`config.mk`:
```
export PLATFORM = sky130hd
export DESIGN_NAME = recorder_ingress_buffer
export DESIGN_NICKNAME = d
export VERILOG_FILES = /design/src/rtl/recorder_ingress_buffer.sv
export SDC_FILE = /design/constraint.sdc
export NUM_CORES = 1
export LEC_CHECK = 0
export ABC_AREA = 1
export BUFFER_PORTS_ARGS = -buffer_cell sky130_fd_sc_hd__buf_4
export CORE_MARGIN = 5
export CORE_UTILIZATION = 55
export CTS_CLUSTER_DIAMETER = 40
export DETAILED_ROUTE_END_ITERATION = 10
export PLACE_DENSITY = 0.84
export SYNTH_ARGS = -nofsm -noshare
export SYNTH_HDL_FRONTEND = slang
export SYNTH_SLANG_ARGS = --single-unit
export TNS_END_PERCENT = 30
```
`constraint.sdc`:
```
create_clock -name clk -period 6 [get_ports clk]
set_input_delay 0.9 -clock clk [delete_from_list [all_inputs] [get_ports clk]]
set_output_delay 0.9 -clock clk [all_outputs]
set_load 0.005 [all_outputs]
```
`src/rtl/recorder_ingress_buffer.sv`:
```
// Ingress buffer for the memory recorder: captures strobed audio samples into a
// FIFO, bounds each take to a programmed length and streams samples downstream.
module recorder_ingress_buffer #(
  parameter int RECORD_BIT_WIDTH_P = 16,
  parameter int FIFO_DEPTH_P       = 16,
  parameter int COUNTER_WIDTH_P    = 32
) (
  input  logic                          clk,
  input  logic                          rst_n,
  input  logic [RECORD_BIT_WIDTH_P-1:0] smp_data,
  input  logic                          smp_valid,
  input  logic                          cr_record_start,
  input  logic                          cr_record_stop,
  input  logic [COUNTER_WIDTH_P-1:0]    cr_record_length,
  output logic [RECORD_BIT_WIDTH_P-1:0] ing_tdata,
  output logic                          ing_tvalid,
  input  logic                          ing_tready,
  output logic                          sr_busy,
  output logic [COUNTER_WIDTH_P-1:0]    sr_recorded_count,
  output logic [COUNTER_WIDTH_P-1:0]    sr_overflow_count,
  output logic                          irq_record_done,
  output logic [1:0]                    dbg_state
);

  localparam int AW = $clog2(FIFO_DEPTH_P);
  localparam logic [AW:0]                 PTR_ONE = 1;
  localparam logic [COUNTER_WIDTH_P-1:0]  CNT_ONE = 1;
  localparam logic [COUNTER_WIDTH_P-1:0]  CNT_MAX = '1;

  typedef enum logic [1:0] {
    IDLE   = 2'd0,
    RECORD = 2'd1,
    DRAIN  = 2'd2
  } state_t;

  state_t state, state_next;

  logic [RECORD_BIT_WIDTH_P-1:0] mem [FIFO_DEPTH_P];
  logic [AW:0]                   wr_ptr, rd_ptr;
  logic                          full, empty, push, pop;

  logic [COUNTER_WIDTH_P-1:0] length_q, recorded_q, overflow_q;
  logic                       clear_cnt, load_len, rec_inc, ovf_inc;
  logic                       irq_q, irq_next;

  // Stream handshake: a sample transfers on every cycle where ing_tvalid and
  // ing_tready are both high; ing_tvalid never drops and ing_tdata never changes
  // while a sample is offered and not yet accepted.
  assign empty      = (wr_ptr == rd_ptr);
  assign full       = (wr_ptr[AW] != rd_ptr[AW]) &&
                      (wr_ptr[AW-1:0] == rd_ptr[AW-1:0]);
  assign pop        = !empty && ing_tready;
  assign ing_tvalid = !empty;
  assign ing_tdata  = mem[rd_ptr[AW-1:0]];

  always_ff @(posedge clk or negedge rst_n) begin
    if (!rst_n) begin
      for (int i = 0; i < FIFO_DEPTH_P; i++) mem[i] <= '0;
    end else if (push) begin
      mem[wr_ptr[AW-1:0]] <= smp_data;
    end
  end

  always_ff @(posedge clk or negedge rst_n) begin
    if (!rst_n) begin
      wr_ptr <= '0;
      rd_ptr <= '0;
    end else begin
      if (push) wr_ptr <= wr_ptr + PTR_ONE;
      if (pop)  rd_ptr <= rd_ptr + PTR_ONE;
    end
  end

  always_ff @(posedge clk or negedge rst_n) begin
    if (!rst_n) state <= IDLE;
    else        state <= state_next;
  end

  // push is only raised when not full, so a same-cycle pop never rescues a strobe.
  always_comb begin
    state_next = state;
    push       = 1'b0;
    clear_cnt  = 1'b0;
    load_len   = 1'b0;
    rec_inc    = 1'b0;
    ovf_inc    = 1'b0;
    irq_next   = 1'b0;
    case (state)
      IDLE: begin
        if (cr_record_start) begin
          clear_cnt  = 1'b1;
          load_len   = 1'b1;
          state_next = (cr_record_length == '0) ? DRAIN : RECORD;
        end
      end
      RECORD: begin
        if (cr_record_stop) begin
          state_next = DRAIN;
        end else if (smp_valid) begin
          if (!full) begin
            push    = 1'b1;
            rec_inc = 1'b1;
            if ((recorded_q + CNT_ONE) == length_q) state_next = DRAIN;
          end else begin
            ovf_inc = 1'b1;
          end
        end
      end
      DRAIN: begin
        if (empty) begin
          irq_next   = 1'b1;
          state_next = IDLE;
        end
      end
      default: state_next = IDLE;
    endcase
  end

  always_ff @(posedge clk or negedge rst_n) begin
    if (!rst_n) begin
      length_q   <= '0;
      recorded_q <= '0;
      overflow_q <= '0;
    end else begin
      if (load_len) length_q <= cr_record_length;
      if (clear_cnt) begin
        recorded_q <= '0;
        overflow_q <= '0;
      end else begin
        if (rec_inc) recorded_q <= recorded_q + CNT_ONE;
        if (ovf_inc && (overflow_q != CNT_MAX)) overflow_q <= overflow_q + CNT_ONE;
      end
    end
  end

  always_ff @(posedge clk or negedge rst_n) begin
    if (!rst_n) irq_q <= 1'b0;
    else        irq_q <= irq_next;
  end

  assign sr_busy           = (state != IDLE);
  assign sr_recorded_count = recorded_q;
  assign sr_overflow_count = overflow_q;
  assign irq_record_done   = irq_q;
  assign dbg_state         = state;

endmodule

```
==> summary.txt, run 1 <==
Logic synthesis
  – Synth area leader: dfrtp_1
  – Syn Area/Cell: 8.078 sq um
  – Synth area leaders: dfrtp_1 51%, nand2_1 12%, o21ai_0 10%
  – Mapped Nets: 2285
  – Flip-flop and latch count after synthesis: 365
  – Yosys cell types: 44
  – Cell Area, Synth: 0.01796 sq mm
  – Synth Instances: 2224
  – YS warnings: 0
  – Top cell type's share of synthesized area: 0.5084
  – Seq/Total Area, Yosys: 0.5084

GRT
  – Vias in the first global route: 16365
  – Gr usage total: 0.2800
  – Initial antenna violation count: 0
  – Largest net degree at the start of global routing: 160
  – GRT overflow: 0
  – First-pass GRT wire length: 83180 microns

Die
  – Die height: 190.7 microns
  – Die W: 190.7 microns
  – IO Pins: 139
  – Die ar.: 0.03638 sq mm
  – Initial Utilization: 0.5550
  – Core area: 0.03237 sq mm
  – Row cnt: 66

Route
  – DR pass1 iterations: 6
  – Final wirelength: 51040 microns
  – Remaining DRCs: 0
  – Routed len/inst: 18.36 microns
  – ANT nets after route: 0
  – Drt via density: 5.968
  – Vias: 16591
  – Initial DRC count: 1622

Layout
  – Synth-to-layout area growth: 16.39%
  – ANT cells: 0
  – Reg area: 0.009141 sq mm
  – Final Core Density: 0.6459
  – Nets: 2357
  – Most frequent cells in the layout: 586 x nand2_1, 366 x o21ai_0, 363 x dfrtp_1
  – Multi-input logic area: 0.007792 sq mm
  – FILL cells: 2585
  – Commonest non-fill, non-tap cell in the layout: nand2_1
  – Layout cells sized above 1: 0.1189

Hold path
  – Hold Crit Class: primary input to async pin

Timing
  – Final period util: 0.7750
  – Slew HR: 0.04127
  – Time the worst path needs with I/O delays and setup: 4.650 ns
  – Final Skew: 0.03497 ns
  – Maximum clock rate: 0.2151 GHz
  – RSZ-0062 raised after global routing: false
  – Sum of negative setup slack: 0 ns
  – Worst-Margin Slew: 1.434 ns
  – Fin Hold WS: 0.3620 ns
  – Final setup violation count: 0
  – Final hold violation count: 0
  – Setup WS post-layout: 1.350 ns
  – Fin. max-slew vios: 0

Power and ir drop
  – Power Density: 449.7 mW/mm^2
  – Power, Total: 0.009402 W
  – Leakage power: 9.611 nW
  – Peak supply drop: 290.4 uV

Clock network
  – CTS max path bufs: 3
  – CTS tree: yes
  – Cts-stage hold buffer count: 0
  – Cts repair resizes: 0
  – CTS root buf: clkbuf_16
  – Htree depth: 2
  – Postcts setup bufs: 0
  – Total CTS buffers: 50
  – Worst-Skew Late Latency: 0.59 ns
  – CTS sink count: 365
  – Clock slew seen by the registers of the worst setup and hold paths: 0.06 ns

Setup path
  – Critical Path RT: 5.10 ns
  – WP data arrival: 3.75 ns
  – Worst-path fanout max: 74
  – Setup CP Type: flip-flop to output pin
  – CP Launch Type: flip-flop
  – Critical path endpoint category: output pin
  – Register-to-Register Setup Slack: 2.11 ns

Placement
  – Dpl ws: 2.103 ns
  – Placer Congestion: 0.9224
  – Post-DP HPWL: 32310 microns
  – IO buf count: 138

Run status
  – Status: completed

Flow run
  – Max-cap check violation count: 0
-- state kept, by name (all words and copies together), names as in the netlist --
register,count
rd_ptr,5
length_q,32
mem,256
irq_record_done,1
sr_overflow_count,32
sr_recorded_count,32
wr_ptr,5
dbg_state,2
-- power by group --
group          leakage, nW  internal (W)  switching, W
Clock                0.846       0.00187       0.00119
Combinational         3.80       0.00107       0.00179
Sequential            4.97       0.00302      0.000465
Total                 9.61       0.00596       0.00344
-- critical path, stage by stage (launching register included) --
cell and delay [ns]:
dfrtp_4 0.78, clkinv_2 1.00, nor2_1 0.38, o32ai_1 0.14
o211ai_1 0.45, nand3_1 0.16, buf_4 0.18
-- cell usage after synthesis (all sizes together) --
| master | count |
|---|---|
| nor4 | 11 |
| inv | 130 |
| xnor2 | 8 |
| o32ai | 40 |
| o221ai | 24 |
| xnor3 | 2 |
| mux2i | 24 |
| nor2 | 262 |
| o211ai | 8 |
| xor2 | 15 |
| and2 | 2 |
| mux2 | 1 |
| buf | 39 |
| o21a | 2 |
| nand3b | 17 |
| clkinv | 2 |
| nand2 | 593 |
| dfrtp | 365 |
| ha | 7 |
| nand3 | 116 |
| o21ai | 371 |
| o21bai | 2 |
| o22ai | 19 |
| clkbuf | 92 |
| a21oi | 18 |
| or4 | 1 |
| nor3 | 20 |
| a22oi | 1 |
| nand4 | 26 |
| o31ai | 6 |
-- layer usage --
metal,vias to the layer above,part of all wire,track usage
met5,-,0,0
li1,7584,-,-
met3,155,0.086,0.04888
met4,0,0.035,0.1122
met2,774,0.47,0.4555
met1,8078,0.41,0.3763
-- cell type report --
class / instances / area share
Clock buffer: 65 / 0.06588
Timing Repair Buffer: 151 / 0.05577
Clock inverter: 29 / 0.01801
Tap cell: 442 / 0.02645
Multi-Input combinational cell: 1596 / 0.3727
Sequential cell: 365 / 0.4372
Inverter: 132 / 0.02400
-- per-stage QoR --
| step | area, sq um | instances |
|---|---|---|
| detailed placement | 19150 | 2686 |
| finish | 20910 | 2780 |
| CTS | 20910 | 2780 |
| global route | 20910 | 2780 |
| global placement | 19150 | 2686 |
| floorplan | 17960 | 2224 |
-- worst paths after layout --
kind                       startpoint                     to  cells past startpoint
max                         rd_ptr[0]           ing_tdata[3]                      6
min                             rst_n  sr_recorded_count[22]                      1
max reg2reg                 rd_ptr[0]               mem[117]                      7
min reg2reg                   mem[83]                mem[83]                      2
max in group asynchronous       rst_n               mem[220]                      2
min in group clk              mem[83]                mem[83]                      2
-- logic make-up after synthesis --
kind of cell,Yosys count,share of synthesized area
AO/OA/AOI/OAI,491,0.1541
XOR/XNOR,25,0.01372
adder cells (fa/ha/maj),7,0.004875
buffers and inverters,263,0.05823
flip-flops,365,0.5084
multiplexers,25,0.01400
AND/OR/NAND/NOR,1048,0.2466
Power figures use the tool's default switching activity.
==> run 2, diff against run 1 <==
--- a/config.mk
+++ b/config.mk
@@ -5,7 +5,7 @@
 export SDC_FILE = /design/constraint.sdc
 export NUM_CORES = 1
 export LEC_CHECK = 0
-export ABC_AREA = 1
+export ABC_AREA = 0
 export BUFFER_PORTS_ARGS = -buffer_cell sky130_fd_sc_hd__buf_4
 export CORE_MARGIN = 5
 export CORE_UTILIZATION = 55
==> constraint.sdc (replaced) <==
create_clock -name clk -period 4.8 [get_ports clk]
set_input_delay 0.72 -clock clk [delete_from_list [all_inputs] [get_ports clk]]
set_output_delay 0.72 -clock clk [all_outputs]
set_load 0.005 [all_outputs]
==> summary.txt, run 2 <==
Route
  – DR pass1 iterations: 6
  – Routed len/inst: 22.42 microns
  – Initial DRC count: 1089
  – Final wirelength: 43880 microns
  – Vias: 12082
  – Remaining DRCs: 0
  – ANT nets after route: 0
  – Drt via density: 6.174

Layout
  – Reg area: 0.009139 sq mm
  – Reg with most FFs: mem
  – Layout cells sized above 1: 0.3900
  – Multi-input logic area: 0.008077 sq mm
  – FILL cells: 2176
  – Nets: 1573
  – Most frequent cells in the layout: 363 x dfrtp_1, 257 x mux2_2, 163 x buf_4
  – Max reg flops: 256
  – Commonest non-fill, non-tap cell in the layout: dfrtp_1
  – Synth-to-layout area growth: 18.22%
  – Final std cells w/o fill: 1957
  – Final Core Density: 0.6591

Logic synthesis
  – Cell Area, Synth: 0.01764 sq mm
  – Post-synth EDFFs: 0
  – Commonest cells in the netlist: 365 x dfrtp_1, 257 x mux2_2, 142 x nand2_1
  – Async SR Flop Fraction: 1.000
  – Synth area leaders: dfrtp_1 52%, mux2_2 16%, mux4_2 10%
  – Yosys cell types: 60
  – Count leader, synth: dfrtp_1
  – Top cell type's share of synthesized area: 0.5178
  – Commonest register cell after synthesis: dfrtp_1
  – Mapped Nets: 1450
  – Flip-flop and latch count after synthesis: 365
  – Syn Area/Cell: 12.70 sq um
  – Seq/Total Area, Yosys: 0.5178
  – Synth Instances: 1389
  – Synth area leader: dfrtp_1
  – YS warnings: 0

Die
  – Die W: 189.1 microns
  – Core area: 0.03164 sq mm
  – Die ar.: 0.03575 sq mm
  – IO Pins: 139
  – Die height: 189.1 microns
  – Row cnt: 65
  – Initial Utilization: 0.5576

Timing
  – Maximum clock rate: 0.2586 GHz
  – Final period util: 0.8057
  – Time the worst path needs with I/O delays and setup: 3.867 ns
  – Final setup violation count: 0
  – Final hold violation count: 0
  – Final Skew: 0.02648 ns
  – RSZ-0062 raised after global routing: false
  – Fin. max-slew vios: 0
  – Sum of negative setup slack: 0 ns
  – Slew HR: 0.2053
  – Worst-Margin Slew: 1.189 ns

GRT
  – Vias in the first global route: 12544
  – Gr usage total: 0.2449
  – Largest net degree at the start of global routing: 117
  – GRT overflow: 0
  – Initial antenna violation count: 1
  – First-pass GRT wire length: 70300 microns

Clock network
  – CTS sink count: 365
  – Postcts setup bufs: 0
  – CTS max path bufs: 3
  – CTS root buf: clkbuf_16
  – Worst-Skew Late Latency: 0.57 ns
  – Cts repair resizes: 0
  – CTS tree: yes
  – Cts-stage hold buffer count: 0
  – Clock slew seen by the registers of the worst setup and hold paths: 0.06 ns
  – Total CTS buffers: 50
  – Htree depth: 2

Placement
  – Placer Congestion: 0.8793
  – Post-DP HPWL: 27250 microns
  – IO buf count: 138
  – DP Cell Count: 1862

Setup path
  – Worst-path fanout max: 26
  – Slowest stage delay, CP: 0.75 ns
  – WP data arrival: 3.15 ns
  – CP Launch Type: flip-flop
  – Register-to-Register Setup Slack: 1.37 ns
  – Worst R2R Path Depth: 9
  – Cell-by-cell listing of the critical path: buf_4 > mux4_2 > mux4_2 > buf_4
  – Setup CP Type: flip-flop to output pin
  – Critical path endpoint category: output pin
  – Slowest-stage cell, CP: dfrtp_4
  – Critical Path RT: 4.08 ns

Hold path
  – Hold Crit Class: primary input to async pin

Flow run
  – Max-cap check violation count: 0

Run status
  – Status: completed

Power and ir drop
  – Power Density: 534.9 mW/mm^2
  – Leakage power: 9.854 nW
  – Peak supply drop: 351.4 uV
run 2: changes by cell type after synthesis, sizes merged, moves of 48 or more:
| cell | previous run | this run |
|---|---|---|
| o21ai | 371 | 49 |
| nand2 | 593 | 142 |
| mux4 | 0 | 80 |
| nand3 | 116 | 44 |
| mux2 | 1 | 257 |
| xnor2 | 8 | 56 |
| nor2 | 262 | 68 |
| inv | 130 | 10 |
run 2: cells by family after synthesis:
group | after synthesis | share of synthesized area
simple gates | 372 | 0.1033
flops | 365 | 0.5178
mux | 341 | 0.2685
compound gates | 116 | 0.04036
buf+inv | 106 | 0.02440
xor+xnor | 82 | 0.04072
fa+ha+maj | 7 | 0.004965
run 2: final cells by class:
class,count,share of cell area
antenna,1,0.0001200
clock buffer,63,0.06624
clock inverter,31,0.01986
inverter,10,0.001800
multi-input combinational,918,0.3873
sequential,365,0.4383
tap,402,0.02412
timing repair buffer,167,0.06228
run 2: final timing paths:
| check | end | start |
|---|---|---|
| setup reg to reg | sr_overflow_count[31] | rd_ptr[3] |
| max in group asynchronous | rd_ptr[0] | rst_n |
| hold / removal | mem[19] | rst_n |
| hold reg to reg | mem[205] | mem[205] |
| min in group clk | length_q[26] | cr_record_length[26] |
| setup / recovery | ing_tdata[8] | rd_ptr[0] |
run 2: worst max-delay path: cells and delay by family, from the launching register on:
kind / cells / cell delay (ns)
multiplexers: 2 / 1.14
flip-flops: 1 / 0.75
buffers and inverters: 2 / 0.66
run 2: routing by layer:
metal / vias to the layer above / routed length [microns] / track usage
met5: - / 0 / 0
met4: 0 / 1003 / 0.07455
met3: 87 / 2998 / 0.04664
met2: 451 / 21840 / 0.4017
met1: 6220 / 18050 / 0.3361
li1: 5324 / - / -
run 2: per-stage QoR:
stage                     hold slack [ns]  total power (W)  setup slack, ns  cell area (sq um)
final                              0.2273          0.01115           0.9329              20850
after global placement             0.4793         0.007116            1.472              19050
after detailed placement           0.4841         0.007250            1.422              19050
after global routing               0.2834          0.01169           0.7917              20850
after floorplan                    0.4244         0.006336            1.558              17640
after CTS                          0.2472          0.01120           0.8772              20850
run 2: report_power, final:
part	internal [W]	switching, W
Sequential	0.00381	0.000538
Combinational	0.00154	0.00134
Clock	0.00245	0.00147
Total	0.00781	0.00335
==> run 3, diff against run 2 <==
--- a/config.mk
+++ b/config.mk
@@ -11,7 +11,7 @@
 export CORE_UTILIZATION = 55
 export CTS_CLUSTER_DIAMETER = 40
 export DETAILED_ROUTE_END_ITERATION = 10
-export PLACE_DENSITY = 0.84
+export PLACE_DENSITY = 0.87
 export SYNTH_ARGS = -nofsm -noshare
 export SYNTH_HDL_FRONTEND = slang
 export SYNTH_SLANG_ARGS = --single-unit
==> constraint.sdc (replaced) <==
create_clock -name clk -period 3.2 [get_ports clk]
set_input_delay 0.48 -clock clk [delete_from_list [all_inputs] [get_ports clk]]
set_output_delay 0.48 -clock clk [all_outputs]
set_load 0.005 [all_outputs]
==> summary.txt, run 3 (same netlist as run 2, synthesis figures left out) <==
Clock network
  – Postcts setup bufs: 0
  – CTS sink count: 365
  – CTS max path bufs: 3
  – Worst-Skew Late Latency: 0.55 ns
  – Total CTS buffers: 47
  – CTS root buf: clkbuf_16
  – CTS tree: yes
  – Clock slew seen by the registers of the worst setup and hold paths: 0.06 ns
  – Htree depth: 2

Setup path
  – Setup CP Type: flip-flop to output pin
  – Cell-by-cell listing of the critical path: buf_16 > mux4_2 > mux4_2 > buf_4
  – CP Buf/Inv Count: 2
  – Slowest stage delay, CP: 0.60 ns
  – Critical path endpoint category: output pin
  – CP Launch Type: flip-flop
  – Crit-path most repeated cell: mux4_2
  – Critical path depth: 4
  – WP data arrival: 2.66 ns
  – Worst-path fanout max: 16
  – Critical Path RT: 2.72 ns
  – Slowest-stage cell, CP: dfrtp_4
  – Kind of cell adding the most delay to the critical path: multiplexers
  – Worst R2R Path Depth: 9

Timing
  – Final hold violation count: 0
  – Worst-Margin Slew: 1.127 ns
  – Maximum clock rate: 0.3183 GHz
  – Fin. max-slew vios: 0
  – Final Skew: 0.02145 ns
  – Final setup violation count: 0
  – Sum of negative setup slack: 0 ns
  – Slew HR: 0.2467
  – Final period util: 0.9818
  – Time the worst path needs with I/O delays and setup: 3.142 ns
  – RSZ-0062 raised after global routing: true

Route
  – Remaining DRCs: 0
  – Vias: 12457
  – Final wirelength: 47370 microns
  – Routed len/inst: 23.95 microns
  – DR pass1 iterations: 5
  – Drt via density: 6.298
  – Initial DRC count: 1017
  – ANT nets after route: 0

Die
  – Die height: 189.1 microns
  – Initial Utilization: 0.5576
  – Die ar.: 0.03575 sq mm
  – Die W: 189.1 microns
  – Row cnt: 65
  – IO Pins: 139
  – Core area: 0.03164 sq mm

GRT
  – Gr usage total: 0.2602
  – GRT overflow: 0
  – Vias in the first global route: 12880
  – Initial antenna violation count: 1
  – First-pass GRT wire length: 73970 microns
  – Largest net degree at the start of global routing: 92

Layout
  – Nets: 1599
  – Layout cells sized above 1: 0.4025
  – Final Core Density: 0.6662
  – Commonest non-fill, non-tap cell in the layout: dfrtp_1
  – Reg with most FFs: mem
  – Most frequent cells in the layout: 363 x dfrtp_1, 257 x mux2_2, 179 x buf_4
  – Synth-to-layout area growth: 19.49%
  – Max reg flops: 256
  – Final std cells w/o fill: 1978

Hold path
  – Min-Delay Path Depth: 3
  – Hold Crit Class: primary input to flip-flop

Power and ir drop
  – Power, Total: 0.01671 W
  – Power Density: 792.8 mW/mm^2
  – Peak supply drop: 636.0 uV
  – Leakage power: 9.973 nW

Placement
  – DP Cell Count: 1888
  – IO buf count: 138
  – Post-DP HPWL: 29280 microns
  – Placer Congestion: 0.9220

Flow run
  – Max-cap check violation count: 0

Run status
  – Status: completed
==> run 3: power by group <==
| part | total, W | switching (W) | internal [W] |
|---|---|---|---|
| sequential | 0.00655 | 0.000827 | 0.00572 |
| combinational | 0.00469 | 0.00222 | 0.00247 |
| clock | 0.00547 | 0.00209 | 0.00338 |
==> run 3: per-layer routing <==
layer  GRT usage  routed length, microns
met4     0.09389                    1889
met1      0.3448                   18590
met2      0.4337                   23710
met5           0                       0
met3     0.04941                    3177
==> run 3: tightest hold or removal path, stage by stage <==
cell and delay [ns]:
buf_4 0.09, nand2_1 0.04, nand2_1 0.05
==> run 3: what timing repair did <==
action / 4_1_cts / 5_1_grt
resized for setup: 2 / 13
gates cloned: 1 / 1
hold buffers: 1 / 0
setup endpoints to repair: 16 / 14
hold endpoints to repair: 60 / 0
==> run 3: path summary, 6_finish.rpt <==
kind / from / endpoint / slack (ns)
min in group asynchronous: rst_n / mem[255] / 0.55
max reg2reg: sr_recorded_count[0] / dbg_state[1] / 0.10
min: cr_record_length[10] / length_q[10] / 0.14
min reg2reg: length_q[16] / length_q[16] / 0.50
max: rd_ptr[0] / ing_tdata[7] / 0.06
max in group asynchronous: rst_n / rd_ptr[0] / 1.68
==> run 3: layout make-up <==
class	instances	area [sq um]
diodes	1	2.502
clock buffers	57	1316
clock inverters	29	341.6
fillers	2131	10560
inverters	10	37.54
multi-input cells	918	8109
flip-flops and latches	365	9139
well taps	402	503.0
repair buffers	196	1628
==> run 3: per-stage QoR <==
| stage | hold slack [ns] | area (sq um) | setup slack (ns) |
|---|---|---|---|
| CTS | 0.1260 | 20990 | -0.003754 |
| detailed placement | 0.4878 | 19290 | 0.1735 |
| finish | 0.1435 | 21080 | 0.05822 |
| global placement | 0.4813 | 19290 | 0.2685 |
| global route | 0.1296 | 21080 | -0.09929 |
| floorplan | 0.1844 | 17640 | 0.1981 |
